**src/rtl/program_loader.sv**
```systemverilog
// program_loader
//   Boot-time sequencer for the UART receive path. Takes 32-bit words from the
//   byte-to-word receiver buffer and parses one frame:
//     header N, then N payload words, then one checksum word (XOR of the payload).
//   Payload words go to instruction memory starting at BASE_ADDR. The address
//   wraps modulo 2**ADDR_W. A matching checksum releases the CPU. A bad checksum,
//   an oversized header or an inter-word timeout parks the loader in ERROR.
//
// Ports
//   CLK           system clock, all logic on posedge
//   reset         asynchronous, active-low reset
//   rx_word       assembled word from the receiver buffer
//   rx_ready      receiver-buffer word flag (level)
//   restart       synchronous abort/re-arm, returns to IDLE from any state
//   imem_we       instruction memory write enable (1-cycle pulse per word)
//   imem_addr     instruction memory write address
//   imem_wdata    instruction memory write data
//   loading       high in LOAD and CHECK
//   cpu_start     1-cycle pulse on entry to DONE
//   cpu_run       high while in DONE
//   load_error    high while in ERROR
//   words_loaded  payload words written so far
//   dbg_state     current FSM state, for debug and checkers
//
// Handshake: rx_ready is a level flag that may stay high for several cycles.
// A word is taken only on the cycle where rx_ready rises (rx_ready=1, previous
// cycle 0). The word is sampled in that cycle, and a held-high flag is never
// taken twice. There is no back-pressure toward the receiver buffer.

module program_loader #(
  parameter int unsigned ADDR_W    = 10,
  parameter int unsigned BASE_ADDR = 0,
  parameter logic [31:0] TIMEOUT   = 32'd100000
) (
  input  logic              CLK,
  input  logic              reset,
  input  logic [31:0]       rx_word,
  input  logic              rx_ready,
  input  logic              restart,
  output logic              imem_we,
  output logic [ADDR_W-1:0] imem_addr,
  output logic [31:0]       imem_wdata,
  output logic              loading,
  output logic              cpu_start,
  output logic              cpu_run,
  output logic              load_error,
  output logic [ADDR_W:0]   words_loaded,
  output logic [2:0]        dbg_state
);

  typedef enum logic [2:0] {
    S_IDLE  = 3'd0,
    S_LOAD  = 3'd1,
    S_CHECK = 3'd2,
    S_DONE  = 3'd3,
    S_ERROR = 3'd4
  } state_e;

  localparam logic [31:0]       MAX_N = 32'd1 << ADDR_W;
  localparam logic [ADDR_W-1:0] BASE  = ADDR_W'(BASE_ADDR);

  state_e              state_q, state_d;
  logic                ready_q;
  logic [ADDR_W:0]     n_q, n_d;
  logic [ADDR_W:0]     count_q, count_d;
  logic [31:0]         csum_q, csum_d;
  logic [31:0]         timer_q, timer_d;
  logic                we_q, we_d;
  logic [ADDR_W-1:0]   addr_q, addr_d;
  logic [31:0]         wdata_q, wdata_d;
  logic                start_q, start_d;

  logic                accept;
  logic [ADDR_W:0]     count_inc;
  logic                timeout_hit;

  assign accept      = rx_ready & ~ready_q;
  assign count_inc   = count_q + {{ADDR_W{1'b0}}, 1'b1};
  assign timeout_hit = (TIMEOUT != 32'd0) && (timer_q == TIMEOUT);

  // State and datapath registers
  always_ff @(posedge CLK or negedge reset) begin
    if (!reset) begin
      state_q <= S_IDLE;
      ready_q <= 1'b0;
      n_q     <= '0;
      count_q <= '0;
      csum_q  <= '0;
      timer_q <= '0;
      we_q    <= 1'b0;
      addr_q  <= '0;
      wdata_q <= '0;
      start_q <= 1'b0;
    end else begin
      state_q <= state_d;
      ready_q <= rx_ready;
      n_q     <= n_d;
      count_q <= count_d;
      csum_q  <= csum_d;
      timer_q <= timer_d;
      we_q    <= we_d;
      addr_q  <= addr_d;
      wdata_q <= wdata_d;
      start_q <= start_d;
    end
  end

  // Next-state logic. Restart overrides any accept or timeout in the same cycle.
  always_comb begin
    state_d = state_q;
    if (restart) begin
      state_d = S_IDLE;
    end else begin
      case (state_q)
        S_IDLE: begin
          if (accept) begin
            if (rx_word > MAX_N)      state_d = S_ERROR;
            else if (rx_word == '0)   state_d = S_CHECK;
            else                      state_d = S_LOAD;
          end
        end
        S_LOAD: begin
          if (accept) begin
            if (count_inc == n_q) state_d = S_CHECK;
          end else if (timeout_hit) begin
            state_d = S_ERROR;
          end
        end
        S_CHECK: begin
          if (accept)           state_d = (rx_word == csum_q) ? S_DONE : S_ERROR;
          else if (timeout_hit) state_d = S_ERROR;
        end
        default: state_d = state_q;
      endcase
    end
  end

  // Datapath next values
  always_comb begin
    n_d     = n_q;
    count_d = count_q;
    csum_d  = csum_q;
    timer_d = timer_q;
    we_d    = 1'b0;
    addr_d  = addr_q;
    wdata_d = wdata_q;
    start_d = (state_d == S_DONE) && (state_q != S_DONE);
    if (restart) begin
      count_d = '0;
      csum_d  = '0;
      timer_d = '0;
    end else begin
      if (state_q == S_LOAD || state_q == S_CHECK) timer_d = timer_q + 32'd1;
      // The timer restarts on every taken word and whenever a new state is entered.
      if (accept || (state_d != state_q)) timer_d = '0;
      if (state_q == S_IDLE && accept) begin
        n_d     = rx_word[ADDR_W:0];
        count_d = '0;
        csum_d  = '0;
      end
      if (state_q == S_LOAD && accept) begin
        we_d    = 1'b1;
        addr_d  = BASE + count_q[ADDR_W-1:0];
        wdata_d = rx_word;
        count_d = count_inc;
        csum_d  = csum_q ^ rx_word;
      end
    end
  end

  // Outputs
  always_comb begin
    imem_we      = we_q;
    imem_addr    = addr_q;
    imem_wdata   = wdata_q;
    loading      = (state_q == S_LOAD) || (state_q == S_CHECK);
    cpu_start    = start_q;
    cpu_run      = (state_q == S_DONE);
    load_error   = (state_q == S_ERROR);
    words_loaded = count_q;
    dbg_state    = state_q;
  end

endmodule

```
**config.mk**
```make
export PLATFORM = sky130hd
export DESIGN_NAME = program_loader
export DESIGN_NICKNAME = d
export VERILOG_FILES = /design/src/rtl/program_loader.sv
export SDC_FILE = /design/constraint.sdc
export NUM_CORES = 1
export LEC_CHECK = 0
export CAP_MARGIN = 20
export CELL_PAD_IN_SITES_DETAIL_PLACEMENT = 0
export CELL_PAD_IN_SITES_GLOBAL_PLACEMENT = 1
export CORE_ASPECT_RATIO = 0.9
export CORE_MARGIN = 5
export CORE_UTILIZATION = 30
export CTS_BUF_LIST = sky130_fd_sc_hd__clkbuf_4 sky130_fd_sc_hd__clkbuf_8 sky130_fd_sc_hd__clkbuf_16
export CTS_CLUSTER_SIZE = 20
export DETAILED_ROUTE_END_ITERATION = 8
export PLACE_DENSITY_LB_ADDON = 0.05
export SYNTH_ARGS = -nofsm -noshare
export SYNTH_HDL_FRONTEND = slang
export SYNTH_SLANG_ARGS = --single-unit
```
**constraint.sdc**
```tcl
create_clock -name CLK -period 2.85 [get_ports CLK]
set_input_delay 0.57 -clock CLK [delete_from_list [all_inputs] [get_ports CLK]]
set_output_delay 0.57 -clock CLK [all_outputs]
set_load 0.005 [all_outputs]
```
==> flow_metrics.py, run 1 <==
metrics = {
    "grt": {
        "grt_usage": 0.1530,
        "grt_pass1_vias": 5399,
        "grt_pass1_wl_um": 30470,
        "grt_max_degree": 57,
        "grt_overflow_total": 0,
        "antenna_found_initial": 1,
    },
    "place": {
        "placedCellCount": 1098,
        "dpl_cell_area_um2": 8001,
        "hpwl_um": 13300,
        "io_buffers": 96,
        "gp_congestion": 0.7765,
        "preCtsSetupSlack_ps": 45.80,
    },
    "detailed_routing": {
        "wl_um": 18840,
        "dr.first_iter.drc_count": 337,
        "ant_nets": 0,
        "via_per_inst": 4.869,
        "vias": 5497,
        "avgRoutedWirePerCell_um": 16.68,
        "drc_errors": 0,
        "firstDrtPassIters": 5,
    },
    "timing": {
        "finalSetupTns_ps": 0,
        "slew_headroom": 0.5110,
        "whs_ps": 109.6,
        "drv_slew": 0,
        "finClkSkew_ps": 15.19,
        "hold_viol": 0,
        "fin_crit_sh": 0.9103,
        "worst_pin_slew_ps": 733.5,
        "fmax_mhz": 385.4,
        "setup_slack_ps": 255.6,
        "rsz0062_at_grt": "no",
        "min_period_ps": 2594,
        "setup_viol_count_final": 0,
    },
    "synthesis": {
        "yosysUniqueCellTypes": 56,
        "syn_inst": 727,
        "synthArstFlopShare": 1.000,
        "seq_area_frac_synth": 0.5043,
        "synth_area_per_cell_um2": 9.146,
        "synthAdderAreaFrac": 0.005645,
        "syn_nets": 766,
        "synth_flop_cell": "dfrtp_1",
        "synth_compound_gate_area_share": 0.09259,
        "synth_top_family_by_area": "simple AND/OR/NAND/NOR gates",
        "synth_xor_area_frac": 0.09880,
        "synth_edf_count": 0,
        "netlist_area_um2": 6649,
        "synthMuxAreaShare": 0.01863,
        "synthSimpleGateAreaFrac": 0.2512,
        "synth_seq_cells": 134,
        "yosys_warnings": 0,
    },
    "layout": {
        "seq_area_um2": 3353,
        "final_util": 0.3943,
        "multi_input_area_um2": 3112,
        "area_growth_pct": 29.06,
        "mostFrequentLayoutCell": "nand2_1",
        "nFillCells": 2162,
        "fin_area_um2": 8581,
        "final_cells": 1129,
        "drive_above_1_share": 0.09308,
        "antenna_cells": 0,
        "nets": 865,
        "layout_common_cells": "nand2_1, dfrtp_1, clkdlybuf4s50_1, nor2_1, o21ai_0",
    },
    "run": {
        "drv_cap": 0,
    },
    "power": {
        "net-switching-power_mw": 1.543,
        "finalPower_mw": 5.607,
        "pwr-share-comb": 0.190,
        "power_leakage_nw": 3.806,
        "irDropWorstVdd_uv": 330.1,
        "p_int_mw": 4.064,
        "pwr-share-seq": 0.422,
        "p_per_area_nw_per_um2": 653.4,
        "clockPowerShare": 0.389,
        "p_sw_frac": 0.2752,
    },
    "clock_tree": {
        "ctsResizeCount": 0,
        "clk_pin_slew_ps": 60,
        "cts_setup_buffers": 0,
        "root_buffer": "clkbuf_16",
        "hold_buffers": 0,
        "cts_buffers": 17,
        "htreeDepth": 4,
        "clk_path_buf_depth": 2,
        "cts_tree": "built",
        "numClockSinks": 134,
        "clkLatencyLatePin_ps": 420,
    },
    "outcome": {
        "outcome": "finished clean",
    },
    "worst_setup_path": {
        "end_kind": "output pin",
        "arrival_ps": 2020,
        "cp-start-kind": "register",
        "crit_required_ps": 2280,
        "worstPathMaxFanout": 9,
        "critical_path_class": "register to output pin",
        "r2r_slack_ps": 440,
    },
    "floorplan": {
        "die_h_um": 151.2,
        "row_count": 51,
        "dieArea_um2": 25240,
        "design.core.area_um2": 21760,
        "ios": 97,
        "initial_core_util": 0.3056,
        "dieWidth_um": 166.9,
    },
    "min_path": {
        "hp-class": "primary input to asynchronous set/reset pin",
    },
}
## state kept, by name (all words and copies together) (netlist names)
name and cells:
dbg_state 3, words_loaded 11, timer_q 32, n_q 11
ready_q 1, imem_we 1, csum_q 32, cpu_start 1
imem_addr 10, imem_wdata 32
## synth_stat cells (5+ instances only)
cell type / instances / area [um^2]
o21ai_1: 10 / 50.05
clkbuf_1: 14 / 52.55
nor4_1: 21 / 131.4
dfrtp_1: 134 / 3353
nor3_1: 10 / 50.05
nand4_1: 14 / 87.58
or3_1: 6 / 37.54
nand2_1: 154 / 578.1
and3_1: 9 / 56.30
a21oi_1: 8 / 40.04
o31ai_1: 5 / 37.54
nand3_1: 17 / 85.08
o21ai_0: 69 / 345.3
buf_2: 15 / 75.07
xnor2_1: 22 / 192.7
inv_1: 7 / 26.28
xor2_1: 53 / 464.2
nor2_1: 84 / 315.3
and4_1: 6 / 52.55
mux2_2: 11 / 123.9
## area by class of cell
type                            instances  area share
Timing Repair Buffer                  115      0.1331
Sequential cell                       134      0.3908
Clock inverter                         14     0.01794
Tap cell                              291     0.04243
Inverter                                8    0.003500
Multi-Input combinational cell        550      0.3626
Clock buffer                           17     0.04958
## critical path, stage by stage (launching register included)
cell and delay (ps):
dfrtp_1 550, xnor2_1 180, or2_4 300, inv_1 80
clkdlybuf4s50_1 490
## power groups by stage
stage	logic (mW)	registers, mW	clock network, mW
after CTS	1.09	2.37	2.24
after global placement	1.08	2.39	0
after global routing	1.19	2.40	2.33
final	1.06	2.37	2.18
after detailed placement	1.09	2.39	0
after floorplan	0.433	2.35	0
## kinds of logic after synthesis
kind of cell | after synthesis
AND/OR/NAND/NOR | 352
flip-flops | 134
buffers and inverters | 43
multiplexers | 11
AO/OA/AOI/OAI | 109
XOR/XNOR | 75
adder cells (fa/ha/maj) | 3
## worst paths after layout
kind / cells past startpoint / startpoint / to
min in group CLK: 2 / imem_addr[3] / imem_addr[3]
hold reg to reg: 2 / imem_addr[3] / imem_addr[3]
hold / removal: 1 / reset / imem_addr[2]
setup reg to reg: 6 / timer_q[23] / timer_q[15]
setup / recovery: 4 / dbg_state[0] / loading
max in group asynchronous: 2 / reset / csum_q[4]
## routing by layer
metal  vias up  share of wire  global-route usage  wire [um]
li1       2685              -                   -          -
met1      2657           0.48              0.2105       9024
met3        22          0.052             0.04384        971
met5         -        0.00058                   0         11
met2       131           0.46              0.2407       8667
met4         2         0.0084             0.03517        159
Power figures use the tool's default switching activity.
==> run 2: changes to the inputs <==
--- a/config.mk
+++ b/config.mk
@@ -12,6 +12,7 @@
 export CORE_MARGIN = 5
 export CORE_UTILIZATION = 30
 export CTS_BUF_LIST = sky130_fd_sc_hd__clkbuf_4 sky130_fd_sc_hd__clkbuf_8 sky130_fd_sc_hd__clkbuf_16
+export CTS_CLUSTER_DIAMETER = 150
 export CTS_CLUSTER_SIZE = 20
 export DETAILED_ROUTE_END_ITERATION = 8
 export PLACE_DENSITY_LB_ADDON = 0.05
==> results of run 2 <==
Final layout, timing and power as in run 1 (identical DEF).
==> run 3: changes to the inputs <==
--- a/config.mk
+++ b/config.mk
@@ -12,7 +12,6 @@
 export CORE_MARGIN = 5
 export CORE_UTILIZATION = 30
 export CTS_BUF_LIST = sky130_fd_sc_hd__clkbuf_4 sky130_fd_sc_hd__clkbuf_8 sky130_fd_sc_hd__clkbuf_16
-export CTS_CLUSTER_DIAMETER = 150
 export CTS_CLUSTER_SIZE = 20
 export DETAILED_ROUTE_END_ITERATION = 8
 export PLACE_DENSITY_LB_ADDON = 0.05
==> results of run 3 <==
Final layout, timing and power as in run 1 (identical DEF).
